<file path="config.mk">
export PLATFORM = sky130hd
export DESIGN_NAME = mario_jump_ctrl
export DESIGN_NICKNAME = d
export VERILOG_FILES = /design/src/rtl/mario_jump_ctrl.sv
export SDC_FILE = /design/constraint.sdc
export NUM_CORES = 1
export LEC_CHECK = 0
export CAP_MARGIN = 20
export CORE_MARGIN = 2
export CORE_UTILIZATION = 50
export DETAILED_ROUTE_END_ITERATION = 6
export PLACE_DENSITY = 0.81
export SLEW_MARGIN = 20
export SYNTH_ARGS = -nofsm -noshare
export SYNTH_HDL_FRONTEND = slang
export SYNTH_SLANG_ARGS = --single-unit
</file>
<file path="constraint.sdc">
create_clock -name clock -period 3.3 [get_ports clock]
set_clock_uncertainty 0.15 [all_clocks]
set_input_delay 0.33 -clock clock [delete_from_list [all_inputs] [get_ports clock]]
set_output_delay 0.33 -clock clock [all_outputs]
set_load 0.02 [all_outputs]
</file>
<file path="src/rtl/mario_jump_ctrl.sv">
// mario_jump_ctrl
// ---------------------------------------------------------------------------
// Sequences Mario's vertical jump arc from a level-sensitive jump request.
// A tick divider runs only while a jump is in progress, so every arc has a
// deterministic cycle count. A rise/apex/fall state machine steps the height
// above ground once per tick, and the screen Y (up = smaller Y) is
// registered for the sprite draw datapath.
//
// Optional feature: define JUMP_DOUBLE_EN to allow one extra jump during
// FALL. The flag that limits this to one extra jump clears back in IDLE.
//
// Ports
//   clock    in            system clock, all logic on posedge
//   resetn   in            asynchronous active-low reset
//   jump     in            jump request, sampled each posedge
//   y        out [Y_W-1:0] registered screen Y = GROUND_Y - height
//   airborne out           high in every state other than IDLE
//   land     out           one-cycle pulse after returning to ground
// ---------------------------------------------------------------------------
module mario_jump_ctrl #(
    parameter int TICK_DIV    = 10000, // clock cycles per vertical step (>= 2)
    parameter int JUMP_HEIGHT = 40,    // pixels risen per jump (>= 1)
    parameter int HOLD_TICKS  = 4,     // ticks spent at apex (0 = no dwell)
    parameter int GROUND_Y    = 100,   // screen Y of standing Mario
    parameter int Y_W         = 7      // width of the Y coordinate
) (
    input  logic           clock,
    input  logic           resetn,
    input  logic           jump,
    output logic [Y_W-1:0] y,
    output logic           airborne,
    output logic           land
);

    localparam int DIV_W  = 27;
    localparam int HOLD_W = (HOLD_TICKS > 0) ? $clog2(HOLD_TICKS + 1) : 1;

    localparam logic [DIV_W-1:0]  DIV_RELOAD = DIV_W'(TICK_DIV - 1);
    localparam logic [HOLD_W-1:0] HOLD_INIT  = HOLD_W'(HOLD_TICKS);
    localparam logic [Y_W-1:0]    JUMP_H     = Y_W'(JUMP_HEIGHT);
    localparam logic [Y_W-1:0]    GROUND     = Y_W'(GROUND_Y);

    typedef enum logic [1:0] {
        S_IDLE,
        S_RISE,
        S_APEX,
        S_FALL
    } state_t;

    state_t            state, state_n;
    logic [Y_W-1:0]    h, h_n;          // height above ground
    logic [Y_W-1:0]    t, t_n;          // height at which the rise stops
    logic [DIV_W-1:0]  div_cnt, div_n;
    logic [HOLD_W-1:0] hold_cnt, hold_n;
    logic              land_n;
    logic              tick;
    logic              double_go;       // accept an extra jump this cycle

`ifdef JUMP_DOUBLE_EN
    logic dbl_used, dbl_n;
    assign double_go = jump && !dbl_used;
`else
    assign double_go = 1'b0;
`endif

    // The divider only counts outside IDLE, so a tick can never fire while
    // standing; it is the single event that advances the arc.
    assign tick     = (state != S_IDLE) && (div_cnt == '0);
    assign airborne = (state != S_IDLE);

    // NOTE: every signal driven here gets a default first, so no path
    // through the case statement can leave one unassigned and infer a latch.
    always_comb begin
        state_n = state;
        h_n     = h;
        t_n     = t;
        hold_n  = hold_cnt;
        land_n  = 1'b0;
`ifdef JUMP_DOUBLE_EN
        dbl_n   = dbl_used;
`endif
        if (state == S_IDLE || tick) begin
            div_n = DIV_RELOAD;
        end else begin
            div_n = div_cnt - DIV_W'(1);
        end

        case (state)
            S_IDLE: begin
                h_n = '0;
`ifdef JUMP_DOUBLE_EN
                dbl_n = 1'b0;
`endif
                if (jump) begin
                    t_n     = JUMP_H;
                    div_n   = DIV_RELOAD;
                    state_n = S_RISE;
                end
            end
            S_RISE: begin
                if (tick) begin
                    h_n = h + Y_W'(1);
                    if ((h + Y_W'(1)) == t) begin
                        hold_n  = HOLD_INIT;
                        state_n = (HOLD_TICKS == 0) ? S_FALL : S_APEX;
                    end
                end
            end
            S_APEX: begin
                if (tick) begin
                    hold_n = hold_cnt - HOLD_W'(1);
                    if (hold_cnt == HOLD_W'(1)) begin
                        state_n = S_FALL;
                    end
                end
            end
            S_FALL: begin
                // An accepted extra jump beats a coincident tick: no height
                // step that cycle, and the divider restarts a full period.
                if (double_go) begin
                    t_n     = h + JUMP_H;
                    div_n   = DIV_RELOAD;
                    state_n = S_RISE;
`ifdef JUMP_DOUBLE_EN
                    dbl_n   = 1'b1;
`endif
                end else if (tick) begin
                    h_n = h - Y_W'(1);
                    if (h == Y_W'(1)) begin
                        state_n = S_IDLE;
                        land_n  = 1'b1;
                    end
                end
            end
            default: state_n = S_IDLE;
        endcase
    end

    // NOTE: state registers use non-blocking assignments so every register
    // samples the pre-edge values and simulation matches the synthesized
    // flops regardless of block ordering.
    always_ff @(posedge clock or negedge resetn) begin
        if (!resetn) begin
            state    <= S_IDLE;
            h        <= '0;
            t        <= '0;
            div_cnt  <= DIV_RELOAD;
            hold_cnt <= '0;
            land     <= 1'b0;
            y        <= GROUND;
`ifdef JUMP_DOUBLE_EN
            dbl_used <= 1'b0;
`endif
        end else begin
            state    <= state_n;
            h        <= h_n;
            t        <= t_n;
            div_cnt  <= div_n;
            hold_cnt <= hold_n;
            land     <= land_n;
            // Y is registered from the next height so it moves on the same
            // edge as the height itself.
            y        <= GROUND - h_n;
`ifdef JUMP_DOUBLE_EN
            dbl_used <= dbl_n;
`endif
        end
    end

endmodule
</file>
==> flow_summary.toml, run 1 <==
[status]
status = "complete, no violations"

[setup_path]
cp.required_ns = 3.37
cpLargestDelayFamily = "simple AND/OR/NAND/NOR gates"
crit_fanout = 5
r2r_end = "y[6]"
ff2ff_setup_slack_ns = 0.08
crit_arrival_ns = 3.29
end_kind = "register"
crit_slowest_cell = "or4_4"
max_stage_delay_ns = 0.55
start_kind = "register"
worst-setup-path-type = "reg2reg"
ff2ff_path_depth = 12
reg2reg_from = "div_cnt[1]"
worst-path-buf-inv = 2
cp_cell_sequence = "inv_1 -> ha_4 -> or4b_4 -> or4_4 -> buf_6 -> o22ai_1 -> a21oi_2 -> nor2_2 -> ha_2 -> o21ba_2 -> o31ai_4 -> xor2_1"

[power_and_ir_drop]
seq_power_share = 0.622
swShare = 0.214
vdd_drop_max_mv = 0.213
intPower_uw = 728
leakage_uw = 0.00136
p_per_area_nw_per_um2 = 285
power.switching_uw = 198
p_clk_frac = 0.363
p_comb_frac = 0.015

[global_route]
grt_pass1_wl_um = 10100
grt_usage = 0.206
antenna_found_initial = 0
grt-ovfl-total = 0
grt_max_degree = 48
grt_pass1_vias = 2214

[clock_tree]
numCtsBuffers = 5
clockRootBuffer = "clkbuf_8"
cts.htree.levels = 2
insertion_delay_ns = 0.30
clk_pin_slew_ns = 0.09
cts_tree = "built"
numClockSinks = 47
cts_buffer_depth = 2

[layout]
num_antenna_cells = 0
drive_above_1_share = 0.206
final_cells = 388
fin_nets = 330
area_delta_synth_final_pct = 17.4
fillers = 449

[drt]
ant_nets = 0
vias = 2245
wirelength_um = 6000
wl_per_cell_um = 15.5
viasPerCell = 5.79
drt_pre_antenna_iters = 4
drc = 0
drt-initial-drc-count = 152

[timing]
fmax_ghz = 0.311
finalMaxSlewViolations = 0
worstMarginPinSlew_ns = 0.592
setup_viol = 0
relSlewSlack = 0.605
hold_viol = 0
post-route-min-period_ns = 3.22
whs_ns = 0.326
fin_crit_sh = 0.975

[synthesis]
yosysSeqAreaShare = 0.429
synth_area_um2 = 2770
yosys_most_used_dff = "dfrtp_1"
syn_avg_cell_area_um2 = 9.36
synth_top_area_cell = "dfrtp_1"
syn-num-nets = 311
syn-instance-count = 296
synth_area_leaders = "dfrtp_1, dfstp_2, xnor2_1, nor2_1, ha_1"
synth.most_common_cell = "nor2_1"
ys_types = 59
yosysWarnings = 0
synth_seq_cells = 47
yosys.area.top_type_share = 0.325
async_flop_share = 1.00
synth-edff-count = 0
netlist_top_cells_count = "nor2_1, dfrtp_1, nand2_1"

[floorplan]
die-area_um2 = 6150
num_rows = 27
die_w_um = 78.5
die_y_um = 78.5
initial_core_util = 0.510
ios = 12
core-area_um2 = 5440

[placement]
portBuffers = 11
gp_congestion = 0.970
dp_hpwl_um = 4030
dp_cells = 373

[hold_path]
whs_path_depth = 1
min_from = "div_cnt[0]"
hold_path_class = "reg2reg"
hold_path_end = "div_cnt[0]"

[job]
max_cap_viol_count = 0
==> power groups by stage <==
stage | Clock (µW) | Sequential [µW] | Combinational (µW)
finish | 336 | 576 | 14.0
global route | 376 | 576 | 16.7
CTS | 350 | 576 | 13.9
detailed placement | 0 | 587 | 13.7
global placement | 0 | 587 | 13.2
floorplan | 0 | 587 | 0.000758
==> worst max-delay path by stage <==
stage                          start        to  slack [ns]  depth (start not counted)
after floorplan           div_cnt[0]  state[1]        0.15                         10
after global placement    div_cnt[0]      y[6]        0.11                          9
after detailed placement  div_cnt[0]  state[1]      -0.002                          9
after CTS                 div_cnt[0]      y[6]        0.02                         10
after global routing      div_cnt[1]      y[6]       -0.02                         12
final                     div_cnt[1]      y[6]        0.08                         12
==> registers in the layout, indices dropped and copies added (netlist names) <==
register / count
y: 6
land: 1
div_cnt: 27
h: 7
hold_cnt: 3
t: 1
state: 2
==> cell families after synthesis <==
kind of cell / synth area share
simple gates: 0.262
flops: 0.429
compound gates: 0.114
buf+inv: 0.0442
xor+xnor: 0.0885
fa+ha+maj: 0.0542
mux: 0.00767
==> final cells by class <==
| type | instances | area (µm²) | share of cell area |
|---|---|---|---|
| Clock buffer | 7 | 76.3 | 0.0235 |
| Timing Repair Buffer | 24 | 209 | 0.0642 |
| Inverter | 17 | 63.8 | 0.0196 |
| Tap cell | 72 | 90.1 | 0.0277 |
| Multi-Input combinational cell | 220 | 1620 | 0.498 |
| Sequential cell | 47 | 1190 | 0.366 |
| Clock inverter | 1 | 5.00 | 0.00154 |
==> per-stage QoR <==
step / worst slack [ns] / instance area (µm²) / TNS, ns / util / total power (µW)
after floorplan: 0.148 / 2770 / 0 / - / 587
final: 0.0831 / 3250 / 0 / 0.598 / 926
after global placement: 0.107 / 2950 / 0 / 0.543 / 600
after global routing: -0.0191 / 3250 / -0.0217 / 0.598 / 969
after detailed placement: -0.00221 / 2950 / -0.00221 / 0.543 / 601
after CTS: 0.0237 / 3090 / 0 / 0.568 / 940
==> timing repair <==
item	4_1_cts	5_1_grt
pin swaps	3	6
hold buffers	0	1
endpoints found under the setup margin	3	5
endpoints found under the hold margin	0	36
setup buffers	4	2
cloned	0	0
gates resized for setup	4	26
==> layout by cell type, fill, tap and decap left out, drive strengths merged, types with 8 or more instances in the layout <==
master,count
nand2,24
nor2,44
xnor2,20
dfstp,11
clkdlybuf4s50,10
inv,17
nand3,8
ha,12
buf,13
nor4,11
or4,8
dfrtp,36
xor2,8
nor3,13
==> per-layer routing <==
metal / GRT usage / up-vias / share of wire
met5: 0 / - / 0
met4: 0.0860 / 0 / 0.026
li1: - / 1074 / -
met1: 0.268 / 1083 / 0.43
met2: 0.341 / 70 / 0.49
met3: 0.0333 / 18 / 0.045
No activity file was read; power rests on OpenSTA's default activity.
==> run 2, diff against run 1 <==
--- a/config.mk
+++ b/config.mk
@@ -7,9 +7,10 @@
 export LEC_CHECK = 0
 export CAP_MARGIN = 20
 export CORE_MARGIN = 2
-export CORE_UTILIZATION = 50
+export CORE_UTILIZATION = 45
 export DETAILED_ROUTE_END_ITERATION = 6
-export PLACE_DENSITY = 0.81
+export PLACE_DENSITY = 0.76
+export RECOVER_POWER = 50
 export SLEW_MARGIN = 20
 export SYNTH_ARGS = -nofsm -noshare
 export SYNTH_HDL_FRONTEND = slang
==> run 2 against run 1 <==
Compared with the run above: sequential power about the same; sequential share of layout area rose by 0.23 points; maximum frequency up 1.2%; non-clock buffer count grew 1; critical path type unchanged; critical endpoint unchanged; largest power group unchanged.
==> flow_summary.toml, run 2 (synthesis results as in run 1) <==
[drt]
vias = 2241
wirelength_um = 6020
viasPerCell = 5.72
ant_nets = 0
wl_per_cell_um = 15.3
drt_pre_antenna_iters = 4
drt-initial-drc-count = 141
drc = 0

[power_and_ir_drop]
seq_power_share = 0.557
vdd_drop_max_mv = 0.329
p_comb_frac = 0.013
leakage_uw = 0.00138
swShare = 0.203
p_per_area_nw_per_um2 = 320
power.switching_uw = 210
p_clk_frac = 0.430
intPower_uw = 824

[clock_tree]
cts.htree.levels = 2
numClockSinks = 47
cts_tree = "built"
numCtsBuffers = 5
insertion_delay_ns = 0.30
clk_pin_slew_ns = 0.09
cts_buffer_depth = 2
clockRootBuffer = "clkbuf_8"

[global_route]
grt-ovfl-total = 0
grt_usage = 0.194
grt_max_degree = 48
antenna_found_initial = 0
grt_pass1_wl_um = 10100
grt_pass1_vias = 2180

[setup_path]
crit_fanout = 5
worst-setup-path-type = "reg2reg"
crit_arrival_ns = 3.27
end_kind = "register"
start_kind = "register"
cp.required_ns = 3.39

[layout]
final_common_cell = "nor2_1"
drive_above_1_share = 0.180
final_cell_mix = "nor2_1, dfrtp_1, nand2_1, xnor2_1, inv_1"
num_antenna_cells = 0
fillers = 503
finalCoreUtilization = 0.546
fin_area_um2 = 3230
largest_register_ffs = 27
area_delta_synth_final_pct = 16.7
regMostFlops = "div_cnt"
reg_top3 = "div_cnt (27), h (7), y (6)"
fin_nets = 331

[floorplan]
die_w_um = 82.5
core-area_um2 = 5920
initial_core_util = 0.468
ios = 12
num_rows = 28
die-area_um2 = 6800
die_y_um = 82.5

[placement]
portBuffers = 11
gp_congestion = 0.873
dp_hpwl_um = 4090
placed_area_um2 = 2970

[timing]
relSlewSlack = 0.216
finalMaxSlewViolations = 0
fmax_ghz = 0.315
setup_viol = 0
fin_crit_sh = 0.964
worstMarginPinSlew_ns = 1.18
hold_viol = 0
post-route-min-period_ns = 3.18

[job]
max_cap_viol_count = 0

[status]
status = "complete, no violations"

[hold_path]
hold_path_class = "reg2reg"
run 2: repair_timing:
item | 4_1_cts | 5_1_grt
pin swaps | 3 | 6
endpoints found under the setup margin | 1 | 7
resized for setup | 1 | 17
buffers inserted | 4 | 1
hold buffers | 0 | 1
hold endpoints to repair | 0 | 36
run 2: final timing paths:
kind	from	endpoint	slack [ns]	cells after the start
worst min-delay path	div_cnt[0]	div_cnt[0]	0.37	1
worst max-delay path	div_cnt[1]	y[6]	0.12	12
worst max register to register	div_cnt[1]	y[6]	0.12	12
max in group asynchronous	resetn	div_cnt[5]	1.63	2
worst min register to register	div_cnt[0]	div_cnt[0]	0.37	1
min in group asynchronous	resetn	hold_cnt[2]	0.62	2
run 2: per-layer routing:
layer / up-vias / wire, µm / part of all wire / track usage
li1: 1081 / - / - / -
met1: 1087 / 2800 / 0.47 / 0.249
met2: 56 / 2880 / 0.48 / 0.323
met3: 17 / 199 / 0.033 / 0.0380
met4: 0 / 142 / 0.024 / 0.0700
met5: - / 0 / 0 / 0
run 2: layout make-up:
cell class                      instances  area [µm²]  area share
Clock buffer                            6        82.6      0.0255
Multi-Input combinational cell        220        1560       0.482
Tap cell                               75        93.8      0.0290
Inverter                               17        63.8      0.0197
Sequential cell                        47        1190       0.368
Clock inverter                          2        35.0      0.0108
Timing Repair Buffer                   25         210      0.0650
run 2: per-stage QoR:
stage / setup WS (ns) / hold WS [ns] / setup TNS (ns) / std cells / total power, µW
finish: 0.120 / 0.365 / 0 / 392 / 1030
global placement: 0.0834 / 0.292 / 0 / 378 / 600
floorplan: 0.148 / -0.116 / 0 / 296 / 587
global route: -0.0261 / 0.382 / -0.0410 / 392 / 1070
CTS: 0.0235 / 0.0982 / 0 / 390 / 1040
detailed placement: 0.0202 / 0.307 / 0 / 378 / 601
run 2: worst max-delay path, cell delays in order, from the launching register on:
cell     delay [ns]
dfstp_2        0.39
inv_1          0.10
ha_4           0.15
or4b_4         0.48
or4_4          0.55
buf_6          0.16
o22ai_1        0.13
a21oi_1        0.13
nor2_1         0.16
ha_1           0.20
o21ba_2        0.19
o31ai_4        0.17
xor2_1         0.16
run 2: power by group through the flow:
stage	combinational, µW	clock, µW	sequential [µW]
floorplan	0.000758	0	587
global placement	13.4	0	587
detailed placement	13.7	0	587
CTS	13.8	452	576
global route	16.5	481	576
finish	13.6	444	576
==> run 3, diff against run 2 <==
--- a/config.mk
+++ b/config.mk
@@ -7,9 +7,10 @@
 export LEC_CHECK = 0
 export CAP_MARGIN = 20
 export CORE_MARGIN = 2
-export CORE_UTILIZATION = 45
+export CORE_UTILIZATION = 55
+export CTS_BUF_LIST = sky130_fd_sc_hd__clkbuf_16
 export DETAILED_ROUTE_END_ITERATION = 6
-export PLACE_DENSITY = 0.76
+export PLACE_DENSITY = 0.87
 export RECOVER_POWER = 50
 export SLEW_MARGIN = 20
 export SYNTH_ARGS = -nofsm -noshare
==> run 3 against run 2 <==
Compared with the run above: global-route usage is 3.6 points higher; highest routed layer unchanged; maximum frequency shrank 2.3%; sequential share of layout area increased by 0.057 points; largest power group unchanged.
==> flow_summary.toml, run 3 (synthesis results as in run 1) <==
[status]
status = "complete, no violations"

[placement]
dp_hpwl_um = 4030
pre_cts_slack_ns = -0.0183
gp_congestion = 0.881
portBuffers = 11

[timing]
relSlewSlack = 0.239
setup_viol = 0
hold_viol = 0
whs_ns = 0.327
post-route-min-period_ns = 3.26
worstMarginPinSlew_ns = 1.14
fin_crit_sh = 0.986
fin_ws_ns = 0.0450
finalMaxSlewViolations = 0
fmax_ghz = 0.307

[floorplan]
core-area_um2 = 4790
die_y_um = 75.0
num_rows = 25
initial_core_util = 0.579
die-area_um2 = 5620
ios = 12
die_w_um = 75.0

[hold_path]
hold_path_class = "reg2reg"

[clock_tree]
insertion_delay_ns = 0.28
clockRootBuffer = "clkbuf_16"
numCtsBuffers = 5
cts.htree.levels = 2
numClockSinks = 47
clk_pin_slew_ns = 0.06
cts_buffer_depth = 2
cts_tree = "built"

[drt]
wirelength_um = 6280
viasPerCell = 6.06
drt_pre_antenna_iters = 4
drt-initial-drc-count = 299
ant_nets = 0
vias = 2314
wl_per_cell_um = 16.4
drc = 0

[global_route]
grt_max_degree = 48
grt_pass1_wl_um = 10100
grt_usage = 0.230
grt_pass1_vias = 2304
grt-ovfl-total = 0
antenna_found_initial = 0

[setup_path]
end_kind = "register"
start_kind = "register"
crit_arrival_ns = 3.32
crit_fanout = 7
worst-setup-path-type = "reg2reg"
cp.required_ns = 3.37

[layout]
final_common_cell = "nor2_1"
num_antenna_cells = 0
area_delta_synth_final_pct = 16.5
drive_above_1_share = 0.178
final_cell_mix = "nor2_1, dfrtp_1, nand2_1, xnor2_1, inv_1"
reg_top3 = "div_cnt (27), h (7), y (6)"
finalCoreUtilization = 0.675
fin_nets = 329
largest_register_ffs = 27
regMostFlops = "div_cnt"

[power_and_ir_drop]
p_clk_frac = 0.487
total_power_uw = 1150
vdd_drop_max_mv = 0.311
power.switching_uw = 219
p_comb_frac = 0.011
p_per_area_nw_per_um2 = 356
swShare = 0.191
intPower_uw = 931
leakage_uw = 0.00139
seq_power_share = 0.501

[job]
max_cap_viol_count = 0
## run 3: cell count changes in the layout (fill, tap and decap cells not counted), moves of 2 or more
cell / change
clkbuf_8: -6
inv_1: +2
ha_2: +2
clkbuf_16: +5
## run 3: path summary, 6_finish.rpt
path                            depth (start not counted)  startpoint  slack (ns)          end
worst max-delay path                                   11  div_cnt[0]        0.04         y[6]
worst min-delay path                                    1  div_cnt[0]        0.33   div_cnt[0]
worst max register to register                         11  div_cnt[0]        0.04         y[6]
worst min register to register                          1  div_cnt[0]        0.33   div_cnt[0]
max in group asynchronous                               2      resetn        1.65         h[2]
min in group asynchronous                               2      resetn        0.64  hold_cnt[2]
## run 3: cell type report
| cell class | count | area (µm²) |
|---|---|---|
| Sequential cell | 47 | 1190 |
| Tap cell | 67 | 83.8 |
| Clock inverter | 3 | 37.5 |
| Multi-Input combinational cell | 220 | 1530 |
| Inverter | 17 | 63.8 |
| Timing Repair Buffer | 23 | 195 |
| Clock buffer | 5 | 125 |
| Fill cell | 375 | 1560 |
## run 3: critical path: stages (launching register included)
cell,delay [ns]
dfstp_2,0.38
inv_1,0.06
ha_2,0.21
or4b_4,0.50
or4_4,0.64
nor4_2,0.34
a211oi_2,0.13
inv_1,0.08
ha_2,0.17
o21ba_2,0.18
o31ai_4,0.18
xor2_1,0.17
## run 3: through the flow
step	area, µm²	cells	TNS, ns
5_1_grt	3230	382	-0.204
3_3_place_gp	2950	368	0
4_1_cts	3120	376	-0.0351
2_1_floorplan	2770	296	0
3_5_place_dp	2950	368	-0.0183
6_report	3230	382	0
## run 3: what timing repair did
item                                   4_1_cts  5_1_grt
setup endpoints to repair                    2        6
resized for setup                            2       13
pin swaps                                    0        7
hold buffers                                 0        1
endpoints found under the hold margin        0       36
buffers inserted                             0        5
## run 3: metal layers
metal | global-route usage | part of all wire | up-vias
li1 | - | - | 1074
met1 | 0.273 | 0.42 | 1136
met2 | 0.399 | 0.51 | 86
met3 | 0.0509 | 0.055 | 18
met4 | 0.0992 | 0.020 | 0
met5 | 0 | 0 | -
## run 3: power groups by stage
stage	Clock, µW	Sequential, µW	Combinational, µW
2_1_floorplan	0	587	0.000758
3_3_place_gp	0	587	13.2
3_5_place_dp	0	587	13.3
4_1_cts	563	577	13.2
5_1_grt	598	576	15.9
6_report	560	577	13.2
